### src/rtl/cam_dvp_emulator_if.sv
// DVP camera bus: pixel clock, frame/line syncs and the 8-bit byte stream.
interface cam_dvp_emulator_if;
  logic       CAM_pclk;
  logic       CAM_vsync;
  logic       CAM_href;
  logic [7:0] CAM_px_data;

  modport master (output CAM_pclk, CAM_vsync, CAM_href, CAM_px_data);
  modport slave  (input  CAM_pclk, CAM_vsync, CAM_href, CAM_px_data);
endinterface

### src/rtl/cam_dvp_emulator.sv
// OV7670-style DVP source: emits RGB565 test patterns as a byte stream with
// VSYNC/HREF framing on a pixel clock running at clk/2.
module cam_dvp_emulator #(
  parameter int H_ACTIVE = 320,
  parameter int V_ACTIVE = 240,
  parameter int H_BLANK  = 144,
  parameter int VS_PCLKS = 1568,
  parameter int V_PORCH  = 784
) (
  input  logic                      clk,
  input  logic                      rst,
  input  logic                      enable,
  input  logic [1:0]                pattern,
  input  logic [15:0]               solid_rgb565,
  cam_dvp_emulator_if.master        cam,
  output logic                      frame_done,
  output logic [7:0]                frame_cnt
);

  localparam logic [2:0] S_IDLE   = 3'd0;
  localparam logic [2:0] S_VSYNC  = 3'd1;
  localparam logic [2:0] S_VBP    = 3'd2;
  localparam logic [2:0] S_LINE   = 3'd3;
  localparam logic [2:0] S_HBLANK = 3'd4;
  localparam logic [2:0] S_VFP    = 3'd5;

  localparam logic [15:0] VS_LAST = 16'(VS_PCLKS - 1);
  localparam logic [15:0] VP_LAST = 16'(V_PORCH - 1);
  localparam logic [15:0] HB_LAST = 16'(H_BLANK - 1);
  localparam logic [9:0]  X_LAST  = 10'(H_ACTIVE - 1);
  localparam logic [8:0]  Y_LAST  = 9'(V_ACTIVE - 1);
  localparam int          BAR_W   = (H_ACTIVE / 8 > 0) ? H_ACTIVE / 8 : 1;

  logic [2:0]  state;
  logic        pclk_r;
  logic        vsync_r;
  logic        href_r;
  logic [7:0]  data_r;
  logic [15:0] cnt;
  logic [9:0]  x;
  logic [8:0]  y;
  logic        lo_phase;
  logic [7:0]  lo_byte;
  logic [1:0]  pat_q;
  logic [15:0] solid_q;

  logic [9:0]  pix_x;
  logic [15:0] pix_val;
  int          bar_idx;

  // Pixel for the next high byte: x+1 while streaming a line, x=0 when about to start one.
  always_comb begin
    pix_x   = (state == S_LINE) ? x + 10'd1 : 10'd0;
    pix_val = 16'h0000;
    bar_idx = 32'(pix_x) / BAR_W;
    if (bar_idx > 7) bar_idx = 7;
    case (pat_q)
      2'd0: begin
        case (bar_idx)
          0:       pix_val = 16'hFFFF;
          1:       pix_val = 16'hFFE0;
          2:       pix_val = 16'h07FF;
          3:       pix_val = 16'h07E0;
          4:       pix_val = 16'hF81F;
          5:       pix_val = 16'hF800;
          6:       pix_val = 16'h001F;
          default: pix_val = 16'h0000;
        endcase
      end
      2'd1:    pix_val = {pix_x[8:4], y[7:2], pix_x[4:0]};
      2'd2:    pix_val = solid_q;
      default: pix_val = 16'(pix_x) + 16'(y) + 16'(frame_cnt);
    endcase
  end

  // Outputs only move on edges where pclk_r is 1 (pclk falling), one period per such edge.
  always_ff @(posedge clk or negedge rst) begin
    if (!rst) begin
      state      <= S_IDLE;
      pclk_r     <= 1'b0;
      vsync_r    <= 1'b0;
      href_r     <= 1'b0;
      data_r     <= 8'h00;
      cnt        <= 16'h0000;
      x          <= 10'd0;
      y          <= 9'd0;
      lo_phase   <= 1'b0;
      lo_byte    <= 8'h00;
      pat_q      <= 2'd0;
      solid_q    <= 16'h0000;
      frame_done <= 1'b0;
      frame_cnt  <= 8'h00;
    end else begin
      frame_done <= 1'b0;
      if (state == S_IDLE) begin
        pclk_r <= 1'b0;
        if (enable) begin
          state   <= S_VSYNC;
          vsync_r <= 1'b1;
          cnt     <= 16'h0000;
          x       <= 10'd0;
          y       <= 9'd0;
          pat_q   <= pattern;
          solid_q <= solid_rgb565;
        end
      end else begin
        pclk_r <= ~pclk_r;
        if (pclk_r) begin
          cnt <= cnt + 16'd1;
          case (state)
            S_VSYNC: begin
              if (cnt == VS_LAST) begin
                state   <= S_VBP;
                vsync_r <= 1'b0;
                cnt     <= 16'h0000;
              end
            end
            S_VBP, S_HBLANK: begin
              if ((state == S_VBP && cnt == VP_LAST) || (state == S_HBLANK && cnt == HB_LAST)) begin
                state    <= S_LINE;
                href_r   <= 1'b1;
                data_r   <= pix_val[15:8];
                lo_byte  <= pix_val[7:0];
                lo_phase <= 1'b0;
                cnt      <= 16'h0000;
              end
            end
            S_LINE: begin
              if (!lo_phase) begin
                data_r   <= lo_byte;
                lo_phase <= 1'b1;
              end else if (x == X_LAST) begin
                href_r <= 1'b0;
                data_r <= 8'h00;
                x      <= 10'd0;
                cnt    <= 16'h0000;
                if (y == Y_LAST) begin
                  state <= S_VFP;
                end else begin
                  state <= S_HBLANK;
                  y     <= y + 9'd1;
                end
              end else begin
                x        <= x + 10'd1;
                data_r   <= pix_val[15:8];
                lo_byte  <= pix_val[7:0];
                lo_phase <= 1'b0;
              end
            end
            S_VFP: begin
              if (cnt == VP_LAST) begin
                frame_done <= 1'b1;
                frame_cnt  <= frame_cnt + 8'd1;
                cnt        <= 16'h0000;
                y          <= 9'd0;
                if (enable) begin
                  state   <= S_VSYNC;
                  vsync_r <= 1'b1;
                  pat_q   <= pattern;
                  solid_q <= solid_rgb565;
                end else begin
                  state <= S_IDLE;
                end
              end
            end
            default: state <= S_IDLE;
          endcase
        end
      end
    end
  end

  assign cam.CAM_pclk    = pclk_r;
  assign cam.CAM_vsync   = vsync_r;
  assign cam.CAM_href    = href_r;
  assign cam.CAM_px_data = data_r;

endmodule

### src/flat_wrapper.sv
// flat-port wrapper written by rule: the top's interface ports become plain ports
module cam_dvp_emulator_flat 
#(
  parameter int H_ACTIVE = 320,
  parameter int V_ACTIVE = 240,
  parameter int H_BLANK  = 144,
  parameter int VS_PCLKS = 1568,
  parameter int V_PORCH  = 784
)
  (clk, rst, enable, pattern, solid_rgb565, frame_done, frame_cnt, cam_CAM_pclk, cam_CAM_vsync, cam_CAM_href, cam_CAM_px_data);
  cam_dvp_emulator_if cam_i ();
  input  logic clk;
  input  logic rst;
  input  logic enable;
  input  logic [1:0] pattern;
  input  logic [15:0] solid_rgb565;
  output logic frame_done;
  output logic [7:0] frame_cnt;
  output wire logic [$bits(cam_i.CAM_pclk)-1:0] cam_CAM_pclk;
  output wire logic [$bits(cam_i.CAM_vsync)-1:0] cam_CAM_vsync;
  output wire logic [$bits(cam_i.CAM_href)-1:0] cam_CAM_href;
  output wire logic [$bits(cam_i.CAM_px_data)-1:0] cam_CAM_px_data;
  assign cam_CAM_pclk = cam_i.CAM_pclk;
  assign cam_CAM_vsync = cam_i.CAM_vsync;
  assign cam_CAM_href = cam_i.CAM_href;
  assign cam_CAM_px_data = cam_i.CAM_px_data;
  cam_dvp_emulator #(.H_ACTIVE(H_ACTIVE), .V_ACTIVE(V_ACTIVE), .H_BLANK(H_BLANK), .VS_PCLKS(VS_PCLKS), .V_PORCH(V_PORCH)) u_core (.clk(clk), .rst(rst), .enable(enable), .pattern(pattern), .solid_rgb565(solid_rgb565), .cam(cam_i), .frame_done(frame_done), .frame_cnt(frame_cnt));
endmodule
### config.mk
export PLATFORM = sky130hd
export DESIGN_NAME = cam_dvp_emulator_flat
export DESIGN_NICKNAME = d
export VERILOG_FILES = /design/src/rtl/cam_dvp_emulator_if.sv /design/src/rtl/cam_dvp_emulator.sv /design/src/flat_wrapper.sv
export SDC_FILE = /design/constraint.sdc
export NUM_CORES = 1
export LEC_CHECK = 0
export ABC_AREA = 1
export BUFFER_PORTS_ARGS = -buffer_cell sky130_fd_sc_hd__buf_2
export CAP_MARGIN = 0
export CORE_ASPECT_RATIO = 0.9
export CORE_MARGIN = 3
export CORE_UTILIZATION = 25
export CTS_BUF_LIST = sky130_fd_sc_hd__clkbuf_16
export DETAILED_ROUTE_END_ITERATION = 8
export HOLD_SLACK_MARGIN = 0.15
export MAX_ROUTING_LAYER = met4
export PLACE_DENSITY = 0.43
export SYNTH_ARGS = -nofsm -noshare
export SYNTH_HDL_FRONTEND = slang
export SYNTH_SLANG_ARGS = --single-unit
### constraint.sdc
create_clock -name clk -period 7.6 [get_ports clk]
set_clock_uncertainty 0.15 [all_clocks]
set_input_delay 1.52 -clock clk [delete_from_list [all_inputs] [get_ports clk]]
set_output_delay 1.52 -clock clk [all_outputs]
set_load 0.01 [all_outputs]
==> run summary, run 1 <==
total track usage: 0.140
top cell type's share of synthesized area: 0.373
Multi-input gate area: 0.00307 mm^2
CTS tree: built
crit path time final: 4340 ps
FMAX: 0.230 GHz
XOR/XNOR share of the synthesized area: 0.0538
final setup margin: 3260 ps
pre-CTS setup slack: 3250 ps
share of power burned in the clock network: 0.249
EDFF count, synth: 0
Chip Height: 149 um
status: finished clean
diode count: 0
Total Wirelength: 16000 um
Switching Fraction: 0.423
RSZ-0062 raised after global routing: no
count leader, synth: nand2_1
CP top delay family: adder cells
number of synthesis warnings: 0
Slew HR: 0.346
Synth area leader: dfrtp_1
post-synthesis compound-gate area fraction: 0.145
Pint: 0.00108 W
core footprint: 0.0220 mm^2
Simple-Gate Fraction of Synth Area: 0.274
fin crit share: 0.571
Critical Path RT: 7680 ps
Flop pwr share: 0.358
nets: 846
Setup Total Neg Slack: 0 ps
share of cells above drive strength 1: 0.135
post-synthesis register bit count: 85
crit end category: register
PortBufs: 40
initial antenna violation count: 0
Clock Path Buffers: 2
mux share of post-synthesis cell area: 0.0138
Antenna Nets Post-Route: 0
initial DRC count: 381
top cells by area, synth: dfrtp_1 37%, nand2_1 8.7%, inv_1 7.8%
grt total ovfl: 0
crit start category: register
Worst-Margin Slew: 979 ps
clock sinks: 85
# IOs: 41
post-route cell area: 0.00656 mm^2
clock latency on the worst-skew pair: 350 ps
r2r setup slk: 3260 ps
global-route wire length before repair: 26400 um
largest family of logic cells by synthesized area: simple AND/OR/NAND/NOR gates
Distinct cells, synth: 45
Placed Cells: 1082
cell count after synthesis: 756
Top FF cell, synth: dfrtp_1
Final Non-Filler Cells: 1098
Critical Path AT: 4420 ps
Gate power share: 0.393
Sequential Area: 0.00213 mm^2
row count: 51
post_cts resized: 0
Worst Hold Class: reg2reg
Avg Cell Area, Syn: 7.54 um^2
DRC violations left: 0
H-tree depth: 3
clock-pin slew on the worst setup and hold paths: 70 ps
power density over the cells: 284 mW/mm^2
Initial Util: 0.259
max_cap viols: 0
Cell Area, Synth: 0.00570 mm^2
Seq/Total Area, Yosys: 0.373
Finish-stage setup viols: 0
net switching power: 0.000790 W
largest net degree at the start of global routing: 65
Async SR Flop Fraction: 1.00
Post-Synth Adder-Cell Area: 0.0531
number of global-route vias before repair: 4906
Hold Buf Count CTS: 0
drt wl/cell: 14.5 um
First-pass DRT Iterations: 5
Critical Path Fanout Max: 14
Die ar.: 0.0246 mm^2
dpl hpwl: 12500 um
Slew Viols, Final: 0
P_leak: 3.18 nW
crit path cell chain: nor3_4, inv_2, nor2_1, ha_1, fa_1, fa_1, a21oi_1, nor2_1, nor2_1, inv_1, a21oi_1, o21ai_0, a21o_1, a21oi_1, nor2_1, nand2_1, o21ai_0, o221ai_1, a21oi_1
CP max-delay cell: fa_1
GPL Wtd Cong: 0.835
Via density: 4.63
Mapped Nets: 800
Synth top cells by count: 132 x nand2_1, 118 x inv_1, 92 x nor2_1
Setup Buffers After CTS: 0
vias post-DR: 5088
CP bufs+invs: 2
CTS buffer count: 9
crit-path max cell delay: 480 ps
Max VDD drop: 0.000107 V
Post-Place Cell Area: 0.00625 mm^2
final-layout fill cell count: 2399
Area Growth Syn to Fin: 15.1%
Die W: 165 um
Root Driver: clkbuf_16
critical path class: reg2reg
final hold vios: 0
-- cell usage in the layout, fill, tap and decap left out, drive strengths merged --
| cell type | netlist | final |
|---|---|---|
| a32o | 1 | 1 |
| bufinv | 0 | 1 |
| xor2 | 27 | 27 |
| a221oi | 4 | 4 |
| nand3 | 35 | 35 |
| a21oi | 50 | 50 |
| dfrtp | 85 | 85 |
| nor2 | 101 | 101 |
| o22ai | 15 | 15 |
| clkbuf | 7 | 9 |
| clkinvlp | 0 | 2 |
| clkinv | 3 | 4 |
| o21bai | 1 | 1 |
| fa | 2 | 2 |
| o211ai | 1 | 1 |
| o32ai | 2 | 2 |
| nand4 | 18 | 18 |
| a41oi | 1 | 1 |
| mux2 | 7 | 7 |
| ha | 21 | 21 |
| and3 | 1 | 1 |
| o31ai | 1 | 1 |
| o41ai | 2 | 2 |
| o221ai | 5 | 5 |
| nand2 | 148 | 148 |
| buf | 0 | 42 |
| o21ai | 55 | 55 |
| o2111ai | 1 | 1 |
| a21o | 1 | 1 |
| a31oi | 3 | 3 |
| inv | 122 | 125 |
| xnor2 | 8 | 8 |
| nor4 | 5 | 5 |
| a21boi | 1 | 1 |
| or2 | 3 | 3 |
| nor3 | 19 | 19 |
-- tightest hold or removal path: stages (launching register included) --
cell	delay, ps
dfrtp_1	350
nand2_1	50
nand2_1	60
-- final cells by class --
cell class                      instances  share of cell area
Clock buffer                            9              0.0343
Clock inverter                          7              0.0122
Sequential cell                        85               0.324
Multi-Input combinational cell        539               0.469
Timing Repair Buffer                   42              0.0332
Tap cell                              291              0.0555
Inverter                              125              0.0719
-- cells by family after synthesis --
kind of cell	after synthesis
mux	7
flops	85
xor+xnor	35
compound gates	144
fa+ha+maj	23
buf+inv	132
simple gates	330
-- per-layer routing --
metal,part of all wire,track usage,vias up
met2,0.42,0.193,78
li1,-,-,2592
met4,0.011,0.0411,0
met3,0.032,0.0208,11
met1,0.54,0.210,2407
met5,0,-,-
-- power by group through the flow --
stage,clock (W),sequential (W),combinational (W)
floorplan,0,0.000662,0.000489
global placement,0,0.000679,0.000742
detailed placement,0,0.000678,0.000735
CTS,0.000480,0.000671,0.000737
global route,0.000497,0.000686,0.000840
finish,0.000464,0.000668,0.000733
-- state kept, by name, summed over array words and instances (netlist names), 2 cells and up --
signal and cells:
u_core.solid_q 16, u_core.pat_q 2, u_core.cnt 16, u_core.y 9, u_core.x 10, u_core.frame_cnt 8, u_core.cam.CAM_px_data 8, u_core.lo_byte 8
u_core.state 3
-- worst paths after layout --
path / to / startpoint / depth (start not counted)
worst max-delay path: u_core.cam.CAM_px_data[2]$_DFFE_PN0P_ / u_core.state[2]$_DFFE_PN0P_ / 19
worst min-delay path: u_core.lo_byte[0]$_DFFE_PN0P_ / u_core.lo_byte[0]$_DFFE_PN0P_ / 2
worst max register to register: u_core.cam.CAM_px_data[2]$_DFFE_PN0P_ / u_core.state[2]$_DFFE_PN0P_ / 19
worst min register to register: u_core.lo_byte[0]$_DFFE_PN0P_ / u_core.lo_byte[0]$_DFFE_PN0P_ / 2
max in group asynchronous: u_core.pat_q[0]$_DFFE_PN0P_ / rst / 2
min in group asynchronous: u_core.cnt[9]$_DFFE_PN0P_ / rst / 1
-- through the flow --
| step | utilization | hold slack, ps | total power [W] |
|---|---|---|---|
| after detailed placement | 0.284 | 320 | 0.00141 |
| after global routing | 0.298 | 346 | 0.00202 |
| after global placement | 0.284 | 317 | 0.00142 |
| after CTS | 0.298 | 339 | 0.00189 |
| after floorplan | - | 299 | 0.00115 |
| final | 0.298 | 337 | 0.00187 |
Power figures use the tool's default switching activity.
==> inputs of run 2 (changes only) <==
--- a/config.mk
+++ b/config.mk
@@ -5,7 +5,7 @@
 export SDC_FILE = /design/constraint.sdc
 export NUM_CORES = 1
 export LEC_CHECK = 0
-export ABC_AREA = 1
+export ABC_AREA = 0
 export BUFFER_PORTS_ARGS = -buffer_cell sky130_fd_sc_hd__buf_2
 export CAP_MARGIN = 0
 export CORE_ASPECT_RATIO = 0.9
@@ -15,7 +15,7 @@
 export DETAILED_ROUTE_END_ITERATION = 8
 export HOLD_SLACK_MARGIN = 0.15
 export MAX_ROUTING_LAYER = met4
-export PLACE_DENSITY = 0.43
+export PLACE_DENSITY = 0.44
 export SYNTH_ARGS = -nofsm -noshare
 export SYNTH_HDL_FRONTEND = slang
 export SYNTH_SLANG_ARGS = --single-unit
==> constraint.sdc (replaced) <==
create_clock -name clk -period 3.8 [get_ports clk]
set_clock_uncertainty 0.15 [all_clocks]
set_input_delay 0.76 -clock clk [delete_from_list [all_inputs] [get_ports clk]]
set_output_delay 0.76 -clock clk [all_outputs]
set_load 0.01 [all_outputs]
==> run summary, run 2 <==
status: finished with violations (was finished clean)
failing checks: negative setup slack
final setup margin: -94.2 ps (was 3260 ps)
Worst-Margin Slew: 1050 ps (was 979 ps)
# IOs: 41 (unchanged)
Pint: 0.00272 W (was 0.00108 W)
initial antenna violation count: 0 (unchanged)
hold slack: 255 ps (was 337 ps)
FMAX: 0.257 GHz (was 0.230 GHz)
Simple-Gate Fraction of Synth Area: 0.227 (was 0.274)
GPL Wtd Cong: 0.848 (was 0.835)
RSZ-0062 raised after global routing: yes (was no)
clock latency on the worst-skew pair: 350 ps (about the same)
Antenna Nets Post-Route: 0 (unchanged)
Cell Area, Synth: 0.00594 mm^2 (was 0.00570 mm^2)
post-synthesis compound-gate area fraction: 0.236 (was 0.145)
DRC violations left: 0 (unchanged)
EDFF count, synth: 0 (unchanged)
Final Non-Filler Cells: 1107 (was 1098)
Regs by FF count: u_core.cnt x16, u_core.solid_q x16, u_core.x x10 (unchanged)
highest-count cells in the layout ignoring fill and taps: 96 x buf_4, 83 x dfrtp_1, 67 x nand2_1 (was 132 x nand2_1, 118 x inv_1, 92 x nor2_1)
top cells by area, synth: dfrtp_1 36%, o21ai_0 6.0%, nand2_1 4.5% (was dfrtp_1 37%, nand2_1 8.7%, inv_1 7.8%)
Max VDD drop: 0.000287 V (was 0.000107 V)
clock sinks: 85 (unchanged)
Seq/Total Area, Yosys: 0.358 (was 0.373)
Finish-stage setup viols: 4 (was 0)
Post-Synth Adder-Cell Area: 0.0527 (was 0.0531)
Clock Path Buffers: 2 (unchanged)
number of synthesis warnings: 0 (unchanged)
top cell type's share of synthesized area: 0.358 (was 0.373)
post-route cell area: 0.00772 mm^2 (was 0.00656 mm^2)
CTS tree: built (unchanged)
CP top delay family: compound AO/OA/AOI/OAI gates (was adder cells)
count leader, synth: dfrtp_1 (was nand2_1)
grt total ovfl: 0 (unchanged)
row count: 52 (was 51)
global-route wire length before repair: 30000 um (was 26400 um)
Hold Buf Count CTS: 0 (unchanged)
Die W: 168 um (was 165 um)
final-layout fill cell count: 2453 (was 2399)
largest net degree at the start of global routing: 45 (was 65)
core footprint: 0.0229 mm^2 (was 0.0220 mm^2)
Most common cell on crit path: nand2_2
share of power burned in the clock network: 0.175 (was 0.249)
Chip Height: 152 um (was 149 um)
post-synthesis register bit count: 85 (unchanged)
largest family of logic cells by synthesized area: compound AO/OA/AOI/OAI gates (was simple AND/OR/NAND/NOR gates)
Root Driver: clkbuf_16 (unchanged)
commonest non-fill, non-tap cell in the layout: buf_4 (was nand2_1)
power density over the cells: 619 mW/mm^2 (was 284 mW/mm^2)
number of global-route vias before repair: 5516 (was 4906)
Setup Total Neg Slack: -221 ps (was 0 ps)
Switching Fraction: 0.432 (was 0.423)
drt wl/cell: 16.3 um (was 14.5 um)
crit end category: register (unchanged)
Most Crowded Layer GR: met1 (unchanged)
total track usage: 0.147 (was 0.140)
max_cap viols: 0 (unchanged)
CTS buffer count: 9 (unchanged)
fin crit share: 1.02 (was 0.571)
Synth top cells by count: 85 x dfrtp_1, 71 x nand2_1, 71 x o21ai_0 (was 132 x nand2_1, 118 x inv_1, 92 x nor2_1)
First-pass DRT Iterations: 5 (unchanged)
PortBufs: 40 (unchanged)
mux share of post-synthesis cell area: 0.0453 (was 0.0138)
Initial Util: 0.259 (about the same)
H-tree depth: 3 (unchanged)
diode count: 0 (unchanged)
nets: 849 (was 846)
reg-to-reg startpoint: u_core.x[1]$_DFFE_PN0P_ (was u_core.state[2]$_DFFE_PN0P_)
Avg Cell Area, Syn: 8.63 um^2 (was 7.54 um^2)
Area Growth Syn to Fin: 30.1% (was 15.1%)
Die ar.: 0.0256 mm^2 (was 0.0246 mm^2)
CP max-delay cell: a2111o_1 (was fa_1)
dpl hpwl: 13900 um (was 12500 um)
share of cells above drive strength 1: 0.320 (was 0.135)
Post-Place Cell Area: 0.00713 mm^2 (was 0.00625 mm^2)
crit path cell chain: buf_6, nand3_4, or4_4, a21oi_4, ha_4, a311oi_4, nand2_2, o21ai_4, nand2_2, o31a_1, nor2_8, a211o_1, o21ai_2, a2111o_1, o311ai_2 (was nor3_4, inv_2, nor2_1, ha_1, fa_1, fa_1, a21oi_1, nor2_1, nor2_1, inv_1, a21oi_1, o21ai_0, a21o_1, a21oi_1, nor2_1, nand2_1, o21ai_0, o221ai_1, a21oi_1)
XOR/XNOR share of the synthesized area: 0.0516 (was 0.0538)
net switching power: 0.00207 W (was 0.000790 W)
Slew HR: 0.303 (was 0.346)
Top FF cell, synth: dfrtp_1 (unchanged)
critical path class: reg2reg (unchanged)
final hold vios: 0 (unchanged)
cell count after synthesis: 688 (was 756)
GR Layer Usage met2: 0.210 (was 0.193)
Critical Path RT: 3900 ps (was 7680 ps)
Via density: 5.07 (was 4.63)
Async SR Flop Fraction: 1.00 (unchanged)
vias post-DR: 5611 (was 5088)
Placed Cells: 1080 (was 1082)
Distinct cells, synth: 78 (was 45)
CP bufs+invs: 1 (was 2)
crit start category: register (unchanged)
clock-pin slew on the worst setup and hold paths: 70 ps (about the same)
Design Power: 0.00478 W (was 0.00187 W)
crit-path max cell delay: 520 ps (was 480 ps)
crit path launch: u_core.x[1]$_DFFE_PN0P_ (was u_core.state[2]$_DFFE_PN0P_)
Critical Path AT: 3990 ps (was 4420 ps)
crit path time final: 3890 ps (was 4340 ps)
initial DRC count: 273 (was 381)
Gate power share: 0.526 (was 0.393)
Flop pwr share: 0.299 (was 0.358)
P_leak: 3.40 nW (was 3.18 nW)
grt met3 use: 0.0226 (was 0.0208)
Worst Hold Class: in2async (was reg2reg)
Slew Viols, Final: 0 (unchanged)
Critical Path Fanout Max: 8 (was 14)
Total Wirelength: 18000 um (was 16000 um)
Synth area leader: dfrtp_1 (unchanged)
met1 usage: 0.220 (was 0.210)
Mapped Nets: 732 (was 800)
[run 2: repair_timing]
action	4_1_cts	5_1_grt
buffers inserted	5	6
gates resized for setup	21	43
endpoints found under the setup margin	10	16
pin swaps	11	12
[run 2: per-stage QoR]
stage                     worst slack, ps   util
final                               -94.2  0.337
after global routing                 -240  0.337
after CTS                           -61.2  0.328
after detailed placement             -219  0.311
after global placement               -158  0.311
after floorplan                      -228      -
[run 2: routing by layer]
metal,wire length [um],vias up
li1,-,2777
met1,9580,2767
met2,7980,58
met3,329,9
met4,153,0
met5,0,-
[run 2: kinds of logic (layout without fill, tap and decap cells)]
logic type	after synthesis	after routing
mux	24	24
simple gates	266	266
buf+inv	43	165
fa+ha+maj	24	24
xor+xnor	35	35
compound gates	211	211
flops	85	85
[run 2: path summary, 6_finish.rpt]
path                                                    endpoint  slack (ps)  cells past startpoint
setup / recovery                   u_core.lo_byte[2]$_DFFE_PN0P_         -90                     15
hold / removal                           u_core.x[9]$_DFFE_PN0P_         250                      1
setup reg to reg                   u_core.lo_byte[2]$_DFFE_PN0P_         -90                     15
hold reg to reg            u_core.cam.CAM_px_data[7]$_DFFE_PN0P_         330                      2
max in group asynchronous                u_core.x[1]$_DFFE_PN0P_        2520                      2
min in group clk           u_core.cam.CAM_px_data[7]$_DFFE_PN0P_         330                      2
[run 2: area by class of cell]
| cell class | count | area [um^2] | area share |
|---|---|---|---|
| clock buffers | 9 | 225 | 0.0292 |
| well taps | 297 | 372 | 0.0481 |
| multi-input cells | 560 | 3950 | 0.511 |
| flip-flops and latches | 85 | 2130 | 0.276 |
| clock inverters | 7 | 51.3 | 0.00664 |
| inverters | 11 | 46.3 | 0.00599 |
| repair buffers | 138 | 950 | 0.123 |
[run 2: power by group through the flow]
stage	sequential [W]	combinational [W]	clock [W]
detailed placement	0.00144	0.00234	0
global placement	0.00144	0.00235	0
finish	0.00143	0.00252	0.000836
CTS	0.00143	0.00239	0.000867
global route	0.00146	0.00282	0.000907
floorplan	0.00139	0.00153	0
[run 2: worst register-to-register path, stage by stage, from the launching register on]
cell and delay, ps:
dfrtp_2 390, buf_6 110, nand3_4 100, or4_4 520, a21oi_4 170, ha_4 230
a311oi_4 280, nand2_2 100, o21ai_4 170, nand2_2 80, o31a_1 330, nor2_8 170
a211o_1 150, o21ai_2 60, a2111o_1 520, o311ai_2 260
